## src/rtl/trace_round_ctrl.sv

```systemverilog
// Round sequencer for the 4x4 trace grid: picks a target path, shows it, clears the
// grid, then scores the player's trace against the target within a time window.
module trace_round_ctrl #(
  parameter int unsigned SHOW_CYCLES = 32'd100000000,
  parameter int unsigned RESET_HOLD  = 32'd10000000,
  parameter int unsigned PLAY_CYCLES = 32'd500000000,
  parameter int unsigned MAX_ROUNDS  = 32'd10,
  parameter int unsigned SCORE_W     = 32'd8
) (
  input  logic               clk,
  input  logic               reset,
  input  logic               start,
  input  logic [15:0]        already_traced,
  output logic [15:0]        displayed_trace,
  output logic               show_trace,
  output logic               reset_trace,
  output logic               round_active,
  output logic               round_win,
  output logic [3:0]         round_num,
  output logic [SCORE_W-1:0] score,
  output logic               game_over
);

  localparam logic [2:0] ST_IDLE   = 3'd0;
  localparam logic [2:0] ST_LOAD   = 3'd1;
  localparam logic [2:0] ST_SHOW   = 3'd2;
  localparam logic [2:0] ST_CLEAR  = 3'd3;
  localparam logic [2:0] ST_PLAY   = 3'd4;
  localparam logic [2:0] ST_RESULT = 3'd5;
  localparam logic [2:0] ST_DONE   = 3'd6;

  localparam logic [3:0]         LAST_ROUND = MAX_ROUNDS[3:0];
  localparam logic [SCORE_W-1:0] SCORE_MAX  = {SCORE_W{1'b1}};
  localparam logic [SCORE_W-1:0] SCORE_ONE  = {{(SCORE_W-1){1'b0}}, 1'b1};

  function automatic logic [15:0] path_rom(input logic [2:0] idx);
    case (idx)
      3'd0:    path_rom = 16'h000F;
      3'd1:    path_rom = 16'h1111;
      3'd2:    path_rom = 16'h8421;
      3'd3:    path_rom = 16'h1248;
      3'd4:    path_rom = 16'hF000;
      3'd5:    path_rom = 16'h8888;
      3'd6:    path_rom = 16'h0660;
      3'd7:    path_rom = 16'h9009;
      default: path_rom = 16'h0000;
    endcase
  endfunction

  // Fibonacci LFSR, taps 16,14,13,11
  function automatic logic [15:0] lfsr_next(input logic [15:0] v);
    lfsr_next = {v[14:0], v[15] ^ v[13] ^ v[12] ^ v[10]};
  endfunction

  logic [2:0]  state_r;
  logic [31:0] counter_r;
  logic [15:0] lfsr_r;
  logic [15:0] pattern_r;
  logic [2:0]  prev_idx_r;
  logic        first_r;
  logic [2:0]  raw_idx_s;
  logic [2:0]  sel_idx_s;
  logic        match_s;

  assign match_s = (already_traced == pattern_r);

  // Path index: never repeat the previous round's path, except on the very first round after reset
  always_comb begin
    raw_idx_s = lfsr_r[2:0];
    if (!first_r && (raw_idx_s == prev_idx_r)) begin
      sel_idx_s = raw_idx_s + 3'd1;
    end else begin
      sel_idx_s = raw_idx_s;
    end
  end

  // Round FSM with all outputs registered alongside the state
  always_ff @(posedge clk) begin
    if (reset) begin
      state_r         <= ST_IDLE;
      counter_r       <= 32'd0;
      lfsr_r          <= 16'hACE1;
      pattern_r       <= 16'h0000;
      prev_idx_r      <= 3'd0;
      first_r         <= 1'b1;
      displayed_trace <= 16'h0000;
      show_trace      <= 1'b0;
      reset_trace     <= 1'b0;
      round_active    <= 1'b0;
      round_win       <= 1'b0;
      round_num       <= 4'd0;
      score           <= {SCORE_W{1'b0}};
      game_over       <= 1'b0;
    end else begin
      lfsr_r      <= lfsr_next(lfsr_r);
      reset_trace <= 1'b0;
      round_win   <= 1'b0;
      case (state_r)
        ST_IDLE, ST_DONE: begin
          if (start) begin
            state_r   <= ST_LOAD;
            score     <= {SCORE_W{1'b0}};
            round_num <= 4'd0;
            game_over <= 1'b0;
          end
        end
        ST_LOAD: begin
          pattern_r       <= path_rom(sel_idx_s);
          displayed_trace <= path_rom(sel_idx_s);
          prev_idx_r      <= sel_idx_s;
          first_r         <= 1'b0;
          counter_r       <= 32'd0;
          show_trace      <= 1'b1;
          state_r         <= ST_SHOW;
        end
        ST_SHOW: begin
          if (counter_r == SHOW_CYCLES - 32'd1) begin
            show_trace  <= 1'b0;
            reset_trace <= 1'b1;
            counter_r   <= 32'd0;
            state_r     <= ST_CLEAR;
          end else begin
            counter_r <= counter_r + 32'd1;
          end
        end
        ST_CLEAR: begin
          if (counter_r == RESET_HOLD - 32'd1) begin
            round_active <= 1'b1;
            counter_r    <= 32'd0;
            state_r      <= ST_PLAY;
          end else begin
            counter_r <= counter_r + 32'd1;
          end
        end
        ST_PLAY: begin
          // A match on the timeout cycle still wins
          if (match_s || (counter_r == PLAY_CYCLES - 32'd1)) begin
            round_active <= 1'b0;
            round_num    <= round_num + 4'd1;
            state_r      <= ST_RESULT;
            if (match_s) begin
              round_win <= 1'b1;
              if (score != SCORE_MAX) begin
                score <= score + SCORE_ONE;
              end
            end
          end else begin
            counter_r <= counter_r + 32'd1;
          end
        end
        ST_RESULT: begin
          displayed_trace <= 16'h0000;
          if (round_num == LAST_ROUND) begin
            game_over <= 1'b1;
            state_r   <= ST_DONE;
          end else begin
            state_r <= ST_LOAD;
          end
        end
        default: begin
          state_r         <= ST_IDLE;
          displayed_trace <= 16'h0000;
          show_trace      <= 1'b0;
          round_active    <= 1'b0;
          game_over       <= 1'b0;
        end
      endcase
    end
  end

endmodule

```

## config.mk

```make
export PLATFORM = sky130hd
export DESIGN_NAME = trace_round_ctrl
export DESIGN_NICKNAME = d
export VERILOG_FILES = /design/src/rtl/trace_round_ctrl.sv
export SDC_FILE = /design/constraint.sdc
export NUM_CORES = 1
export LEC_CHECK = 0
export CAP_MARGIN = 0
export CELL_PAD_IN_SITES_DETAIL_PLACEMENT = 1
export CELL_PAD_IN_SITES_GLOBAL_PLACEMENT = 1
export CORE_ASPECT_RATIO = 1.5
export CORE_MARGIN = 5
export CORE_UTILIZATION = 46
export CTS_CLUSTER_DIAMETER = 150
export DETAILED_ROUTE_END_ITERATION = 8
export MAX_ROUTING_LAYER = met4
export PLACE_DENSITY = 0.92
export SYNTH_ARGS = -nofsm -noshare
export SYNTH_HDL_FRONTEND = slang
export SYNTH_SLANG_ARGS = --single-unit
```

## constraint.sdc

```tcl
create_clock -name clk -period 3.85 [get_ports clk]
set_clock_uncertainty 0.15 [all_clocks]
set_input_delay 0.9625 -clock clk [delete_from_list [all_inputs] [get_ports clk]]
set_output_delay 0.9625 -clock clk [all_outputs]
set_load 0.05 [all_outputs]
```

==> results.md <==
Yosys:
- The number of nets in the synthesized netlist is 574.
- The count of warnings emitted by yosys is 0.
- After technology mapping, the gate count stands at 544.
- In this run, synthesis produced a sequential element count of 92.
- In this run, synthesis inferred 0 flip-flops with an integrated enable.
- The most used flip-flop cell after synthesis is sky130_fd_sc_hd__dfxtp_1.
- The per-instance average area after synthesis is 8.53 um2.
- After synthesis the cells add up to 4640 um2.
- For this run, the register share of the synthesized area comes to 0.397.
- Of all flip-flops after synthesis, the portion carrying an async set or reset was 0.
- The count of different cell masters after synthesis is 63.

Routing:
- The first-pass iteration count of the detailed router is 4.
- Once detail routing completed, the nets flagged for antenna violations numbered 0.
- The initial detailed-routing violation count is 238.
- The total number of vias is 4386.
- Using the TritonRoute via totals, the vias-per-cell ratio works out to 6.19.
- The post-detailed-routing wire length is 14200 um.
- The per-cell routed wire length is 20.1 um.
- After detailed routing, the number of remaining DRC violations is 0.

STA:
- The setup violation total in the final timing report is 0.
- Setup repair after global routing left no endpoint under its margin.
- The hold violation count in the final report is 0.
- The routed design could run at a clock period as short as 3210 ps.
- For this run, the top clock speed supported by timing is 312 MHz.
- The worst relative slew slack is 0.290.
- The final-layout worst hold slack is 264 ps.
- In the finished design, the share of the clock period the worst path needs comes to 0.833.
- In the final timing run, aggregate negative setup slack is 0 ps.
- For the pin with the worst max-slew slack, the measured transition is 1040 ps.
- The number of pins exceeding their max-slew limit in the final report was 0.

Clock tree:
- TritonCTS created 9 clock buffers.
- Clock-pin slew was measured on the worst setup and hold paths at 70 ps.
- The clock tree root driver cell is sky130_fd_sc_hd__clkbuf_16.
- The clock tree buffer depth is 2.
- The TritonCTS sink count is 92.
- The clock tree synthesis step divided the H-tree into 3 levels.
- In this run, post-CTS repair resized a total of 0 instances.
- The CTS tree is yes.
- After clock tree synthesis, the setup repair step added 0 buffers.
- The total of hold buffers inserted after clock tree synthesis is 0.
- The clock latency reported for the late side of the worst-skew pair is 350 ps.

Setup path:
- For flop-to-flop paths, the worst setup slack is 700 ps.
- The number of buffers and inverters on the critical path is 2.
- The endpoint identified for the worst register-to-register timing path is pattern_r[15].
- The startpoint of the worst register-to-register path is lfsr_r[2].
- STA puts the critical path data required time at 3980 ps.
- For the worst setup path, the data arrival time is 3340 ps.
- The largest single stage delay on the critical path is 550 ps.
- The worst setup path is captured at a register.
- STA classifies the critical path startpoint as a primary input.
- The critical path class is primary input to register.
- For the worst flop-to-flop path, the logic depth is 9.
- The critical-path cell with the highest stage delay is sky130_fd_sc_hd__or4_1.
- In this run the worst path has a maximum fanout of 16.
- The signal on the critical path passes through clkdlybuf4s50_1 -> xnor2_1 -> nand4_1 -> nor4_1 -> buf_4 -> a31oi_1 -> or4_1 -> a21oi_1.
- The family with the most delay on the worst path is simple AND/OR/NAND/NOR gates.

Worst hold path:
- The depth of the worst hold-timing path is 1.
- The startpoint of the tightest hold check path is lfsr_r[6].
- For hold timing, the worst endpoint is lfsr_r[7].
- The class of the worst hold path is register to register.

Layout:
- The final core area utilization is 0.551.
- The antenna diode count is 0.
- The finished layout cell area is 5520 um2.
- The library cell used most frequently in the layout, excluding fill and tap cells, is sky130_fd_sc_hd__dfxtp_1.
- The fraction of layout cells with a size suffix above 1 is 0.0795.
- The number of nets in the final layout is 617.
- Leaving out filler cells and counting taps, the final layout contains 708.
- Compared with the post-synthesis result, the final layout area differs by 19.0%.
- In the layout the commonest cells are sky130_fd_sc_hd__dfxtp_1, sky130_fd_sc_hd__nand2_1, sky130_fd_sc_hd__clkdlybuf4s50_1.

Pwr:
- IR analysis of the VDD net gives a maximum drop of 0.245 mV.
- The total power per unit cell area is 491 nW/um2.
- Summed over all cells, the static leakage comes to 1.91 nW.

Placed design:
- The count of port buffers added during placement is 51.
- After detailed placement, the total cell area comes to 5220 um2.
- Including well taps, the total number of placed cells is 693.
- The final estimated routing congestion in global placement is 0.926.
- The detailed placer's ending HPWL is 10200 um.

Global routing:
- The via count of the first global-routing pass is 4649.
- The global-route wire length before repair is 23400 um.
- Summed over all layers, the global routing overflow is 0.
- For this run, the total global-route usage over all layers was measured as 0.245.
- Entering global routing, the biggest net connects 51 pins.
- The initial antenna violation count was 0.

Die:
- Row generation in the floorplan step produced 45 rows.
- The floorplan step defined a die boundary enclosing 12200 um2.
- 52 I/O pins were placed.
- For this configuration, the core starts out at a cell density of 0.463.
- The standard cell core area is 10000 um2.
- The die outline width is 92.0 um.
- The die is 133 um tall.

Run:
- The tool flagged a number of max-cap violations equal to 0.

Run status:
- The run finished with clean final reports.
registers in the layout, indices dropped and copies added (netlist names), 3 cells and up:
signal	flops
state_r	3
round_num	4
displayed_trace	10
lfsr_r	16
counter_r	32
score	8
pattern_r	10
prev_idx_r	3
logic make-up after synthesis:
| logic type | share of synthesized area |
|---|---|
| and+or+nand+nor | 0.284 |
| AOI/OAI and AO/OA | 0.190 |
| DFF | 0.397 |
| buffers and inverters | 0.0480 |
| xor gates and xnor gates | 0.0302 |
| adders and majority gates | 0.0297 |
| muxes | 0.0216 |
routing by layer:
metal / vias up / global-route usage / share of wire
met1: 2185 / 0.246 / 0.38
met5: - / - / 0
met3: 36 / 0.0319 / 0.031
met4: 0 / 0.135 / 0.033
met2: 92 / 0.451 / 0.55
li1: 2073 / - / -
cell type report:
| cell class | count | area, um2 |
|---|---|---|
| fill | 1195 | 4500 |
| multi-input combinational | 409 | 2580 |
| sequential | 92 | 1840 |
| timing repair buffer | 61 | 598 |
| clock buffer | 12 | 256 |
| tap | 117 | 146 |
| inverter | 14 | 52.6 |
| clock inverter | 3 | 46.3 |
worst max-delay path by stage:
| stage | start | to | slack, ps | depth (start not counted) |
|---|---|---|---|---|
| global route | already_traced[7] | score[5] | 380 | 8 |
| detailed placement | already_traced[7] | score[5] | 350 | 8 |
| CTS | already_traced[7] | score[5] | 630 | 8 |
| finish | already_traced[11] | score[5] | 640 | 8 |
| global placement | already_traced[9] | score[1] | 510 | 8 |
| floorplan | already_traced[6] | counter_r[1] | 980 | 8 |
Yosys cell counts, types with 3 or more instances:
cell / instances / area share
sky130_fd_sc_hd__clkbuf_1: 13 / 0.011
sky130_fd_sc_hd__o2111ai_1: 3 / 0.0057
sky130_fd_sc_hd__and3_1: 12 / 0.016
sky130_fd_sc_hd__nand2_1: 59 / 0.048
sky130_fd_sc_hd__xnor2_1: 9 / 0.017
sky130_fd_sc_hd__xor2_1: 7 / 0.013
sky130_fd_sc_hd__o41ai_1: 3 / 0.0057
sky130_fd_sc_hd__nor4_1: 5 / 0.0067
sky130_fd_sc_hd__dfxtp_1: 92 / 0.40
sky130_fd_sc_hd__inv_1: 12 / 0.0097
sky130_fd_sc_hd__buf_2: 4 / 0.0043
sky130_fd_sc_hd__and2_1: 7 / 0.0094
sky130_fd_sc_hd__or3_1: 22 / 0.030
sky130_fd_sc_hd__nand4_1: 8 / 0.011
sky130_fd_sc_hd__nand3_1: 17 / 0.018
sky130_fd_sc_hd__nor2_1: 24 / 0.019
sky130_fd_sc_hd__buf_4: 8 / 0.013
sky130_fd_sc_hd__o31ai_1: 13 / 0.021
sky130_fd_sc_hd__a211oi_1: 7 / 0.011
sky130_fd_sc_hd__nand3b_1: 5 / 0.0081
sky130_fd_sc_hd__a31oi_1: 4 / 0.0054
sky130_fd_sc_hd__or2_2: 10 / 0.013
sky130_fd_sc_hd__mux2i_1: 10 / 0.022
sky130_fd_sc_hd__a21oi_1: 48 / 0.052
sky130_fd_sc_hd__ha_1: 11 / 0.030
sky130_fd_sc_hd__o21a_1: 3 / 0.0049
sky130_fd_sc_hd__nor4b_1: 3 / 0.0057
sky130_fd_sc_hd__nand2b_1: 6 / 0.0081
sky130_fd_sc_hd__o22ai_1: 3 / 0.0040
sky130_fd_sc_hd__o21ai_0: 31 / 0.033
sky130_fd_sc_hd__nor2b_1: 10 / 0.013
sky130_fd_sc_hd__or4_1: 15 / 0.024
sky130_fd_sc_hd__nor3_1: 11 / 0.012
sky130_fd_sc_hd__o211ai_1: 9 / 0.015
worst reg2reg max path: stages (launching register included):
cell	delay, ps
sky130_fd_sc_hd__dfxtp_1	340
sky130_fd_sc_hd__xor2_1	150
sky130_fd_sc_hd__a2111oi_0	800
sky130_fd_sc_hd__o21ai_0	300
sky130_fd_sc_hd__mux2i_1	400
sky130_fd_sc_hd__inv_1	190
sky130_fd_sc_hd__ha_1	250
sky130_fd_sc_hd__inv_1	60
sky130_fd_sc_hd__mux2i_1	100
sky130_fd_sc_hd__a211oi_1	310
report_power, final:
| group | switching, mW | internal, mW | leakage, nW |
|---|---|---|---|
| sequential | 0.0856 | 1.03 | 0.748 |
| combinational | 0.452 | 0.243 | 1.01 |
| clock | 0.371 | 0.537 | 0.145 |
metrics by stage:
step	total power, mW	worst slack (ps)
2_1_floorplan	1.59	984
4_1_cts	2.72	631
3_5_place_dp	1.80	350
6_report	2.71	642
3_3_place_gp	1.76	512
5_1_grt	2.83	375
Power figures use the tool's default switching activity.
==> patch 1: new RTL, same flow settings <==
`SCORE_W`: 32'd8 -> 32'd9.
--- a/src/rtl/trace_round_ctrl.sv
+++ b/src/rtl/trace_round_ctrl.sv
@@ -5,7 +5,7 @@
   parameter int unsigned RESET_HOLD  = 32'd10000000,
   parameter int unsigned PLAY_CYCLES = 32'd500000000,
   parameter int unsigned MAX_ROUNDS  = 32'd10,
-  parameter int unsigned SCORE_W     = 32'd8
+  parameter int unsigned SCORE_W     = 32'd9
 ) (
   input  logic               clk,
   input  logic               reset,
Ports: changed (resized score); port bits go from 52 to 53. The function was not compared with the original's and may differ.
==> patch 1 against the original RTL <==
  * Synthesized cell count down 2.8%
  * Final area down 3.3%
  * Sequential cell count increased by 1
  * Synthesized area decreased by 4.4%
  * Global-route usage shrank 0.71 points
  * Setup slack worse by 0.079 ns
  * Critical endpoint unchanged
  * Routed wire length is 8.2% lower
  * Worst hold slack improved by 0.0068 ns
  * Critical path depth is the same
Power is not compared: it rests on default switching activity, and its combinational part moved more than twofold at a synthesized area within 25%.
==> patch 1: results <==
[layout]
n_clock_buffer = 10
drive_above_1_share = 0.0611
multi_input_gates = 395
layout.nets = 600
n_sequential_cell = 93
nonClkBufAreaFrac = 0.107
signal_buffers = 59
clk_share = 0.0623

[sta]
worst_pin_slew_ns = 0.930
holdWs_ns = 0.271
period_share = 0.854

[critical_path]
cp-startpoint = "already_traced[15]"
worstRegToRegCells = 7
max_stage_delay_ns = 0.53

[drt]
routed-wl-met2_um = 7160
wl_met1_um = 4870
viasPerCell = 5.90
drt-initial-drc-count = 220
wl_met3_um = 592
vias = 4059

[place]
dp_cells = 672
hpwl_um = 8740

[hold_path]
hold_end = "lfsr_r[10]"

[logic_synthesis]
synth.avg_cell_area_um2 = 8.39
ys_types = 52
netlist_top_cells_area = "dfxtp_1, nand2_1, xor2_1, nor2_1, a21oi_1"
synthTopCellsByCount = "dfxtp_1, nand2_1, nor2_1"

[global_routing]
use_met2 = 0.444
grt_pass1_vias = 4364
grt_pass1_wl_um = 21900
gr-usage-met1 = 0.236

[die]
die_w_um = 90.2

[outcome]
run_status = "completed"
## patch 1: changes by cell type in the layout (fill, tap and decap cells not counted), sizes merged, moves of 4 or more
cell | unedited run | this run
a21oi | 49 | 39
and3 | 12 | 18
and4 | 2 | 6
mux2i | 10 | 3
nand2 | 59 | 67
nand4 | 8 | 18
nor2 | 24 | 54
o211ai | 9 | 5
o21ai | 34 | 12
o31ai | 13 | 4
or3 | 22 | 8
or4 | 15 | 4
xnor2 | 9 | 17
xor2 | 7 | 27
## patch 1: cell families (layout without fill, tap and decap cells)
group	after synthesis	count (layout)	share of synthesized area
buffers and inverters	41	85	0.0414
flip-flops	93	93	0.420
AND/OR/NAND/NOR	249	249	0.286
AO/OA/AOI/OAI	85	85	0.120
adder cells (fa/ha/maj)	13	13	0.0367
XOR/XNOR	44	44	0.0868
multiplexers	4	4	0.00930
==> patch 2: new RTL, same settings <==
Made on the original files. Reset style: asynchronous (`reset`), changed in one clocked block.
--- a/src/rtl/trace_round_ctrl.sv
+++ b/src/rtl/trace_round_ctrl.sv
@@ -75,7 +75,7 @@
   end
 
   // Round FSM with all outputs registered alongside the state
-  always_ff @(posedge clk) begin
+  always_ff @(posedge clk or posedge reset) begin
     if (reset) begin
       state_r         <= ST_IDLE;
       counter_r       <= 32'd0;
Behaviour: differs if reset is asserted again (counterexample within 4 cycles, from zero or initial values and one cycle with reset high); with reset held inactive, the same outputs for 10 cycles.
==> patch 2 against the original RTL <==
  * Critical path depth shrank 1
  * Worst hold slack got worse by 0.052 ns
  * Critical path type unchanged
  * Routed wire length increased by 9.9%
  * Power increased by 31%
  * Non-clock buffer count fell by 1
  * Utilization fell by 0.38 points
  * Synthesized cell count fell by 2.8%
  * Combinational power increased by 53%
  * Sequential cell count unchanged
  * Setup slack better by 0.081 ns
  * Synthesized area grew 9.7%
  * First-iteration DRC count is 19% higher
  * Largest cell class unchanged
  * Final area up 8.4%
==> patch 2: results <==
[clock_network]
h-tree-depth = 3
insertion_delay_ns = 0.35
root_buffer = "clkbuf_16"
clk_pin_slew_ns = 0.07
cts_buffers = 9
post_cts_buffers = 0
clockBufferDepth = 2

[power]
p_sw_frac = 0.394
peakVddDrop_mv = 0.251
leakage_uw = 0.00253

[place]
post_dp_cell_area_mm2 = 0.00568
dp_slack_ns = 0.386
routabilityCongestion = 0.920
dp_cells = 707
io_buffers = 51
hpwl_um = 11100

[logic_synthesis]
synthMuxAreaShare = 0.0204
yosysSeqAreaShare = 0.454
ys_warn_count = 0
ys_types = 75
netlist_top_cells_area = "dfrtp_1, nand2_1, dfstp_2, a21oi_1, ha_1"
synthArstFlopShare = 1.00
synthTopCellsByCount = "dfrtp_1, nand2_1, a21oi_1"
yosys.area_share.adder = 0.0270
syn_inst = 529
syn-num-nets = 559
synth_xor_area_frac = 0.0206
synth-compound-area-share = 0.169

[drt]
wire_per_inst_um = 21.6
firstDrtPassIters = 5
viasPerCell = 6.21
drt-initial-drc-count = 284

[layout]
layout.nets = 601
reg_top3 = "counter_r: 32 flops, lfsr_r: 16 flops"
regArea_mm2 = 0.00231
drive_above_1_share = 0.104
final_cells = 723
num-fill-cells = 1257

[hold_path]
hold_class = "flip-flop to flip-flop"

[critical_path]
crit_end = "counter_r[15]"
worstRegToRegCells = 6
reg2reg_slack_ns = 0.89
timing.rr.end = "counter_r[30]"
crit_fanout = 37
cp.arrival_ns = 3.23
cp-startpoint = "already_traced[2]"
reg2reg_from = "state_r[1]"

[global_routing]
grt_start_max_net_pins = 44
grt_pass1_wl_um = 25700
grt_usage = 0.253
grt_pass1_vias = 5008

[sta]
slew_headroom = 0.263
period_share = 0.812

[outcome]
run_status = "completed"
[patch 2: changes by cell type after synthesis, sizes merged, moves of 9 or more]
| cell | delta |
|---|---|
| dfxtp | -92 |
| dfrtp | +83 |
| a21oi | -20 |
| nand2 | +15 |
| nand4 | +11 |
| dfstp | +9 |
| or2 | -9 |
[patch 2: routing by layer]
| layer | up-vias | part of all wire | global-route usage |
|---|---|---|---|
| met4 | 0 | 0.032 | 0.103 |
| met1 | 2291 | 0.36 | 0.254 |
| met3 | 42 | 0.041 | 0.0527 |
| li1 | 2022 | - | - |
| met5 | - | 0 | - |
| met2 | 135 | 0.57 | 0.459 |
[patch 2: worst max-delay path: stages]
cell             delay, ns
clkdlybuf4s50_1       0.44
and3_1                0.22
o22ai_2               0.24
nor4_4                0.08
o31a_4                0.48
or4_1                 0.58
a21oi_1               0.21
[patch 2: final cells by class]
class                           count  area share
Multi-Input combinational cell    391       0.421
Sequential cell                    92       0.386
Timing Repair Buffer               60      0.0987
Clock buffer                       10      0.0399
Tap cell                          147      0.0307
Clock inverter                      6      0.0115
Inverter                           17      0.0113
[patch 2: worst min-delay path by stage]
stage,end,depth (start not counted),slack (ns),startpoint
after floorplan,lfsr_r[4],0,0.18,lfsr_r[3]
after global placement,lfsr_r[9],0,0.19,lfsr_r[8]
after detailed placement,lfsr_r[9],0,0.19,lfsr_r[8]
after CTS,lfsr_r[9],0,0.21,lfsr_r[8]
after global routing,lfsr_r[9],0,0.22,lfsr_r[8]
final,lfsr_r[10],0,0.21,lfsr_r[9]
[patch 2: power by group through the flow]
stage | logic (uW) | clock network [uW] | registers, uW
after floorplan | 572 | 0 | 1630
after global placement | 979 | 0 | 1530
after detailed placement | 1050 | 0 | 1560
after CTS | 1070 | 941 | 1540
after global routing | 1150 | 985 | 1590
final | 1060 | 928 | 1550
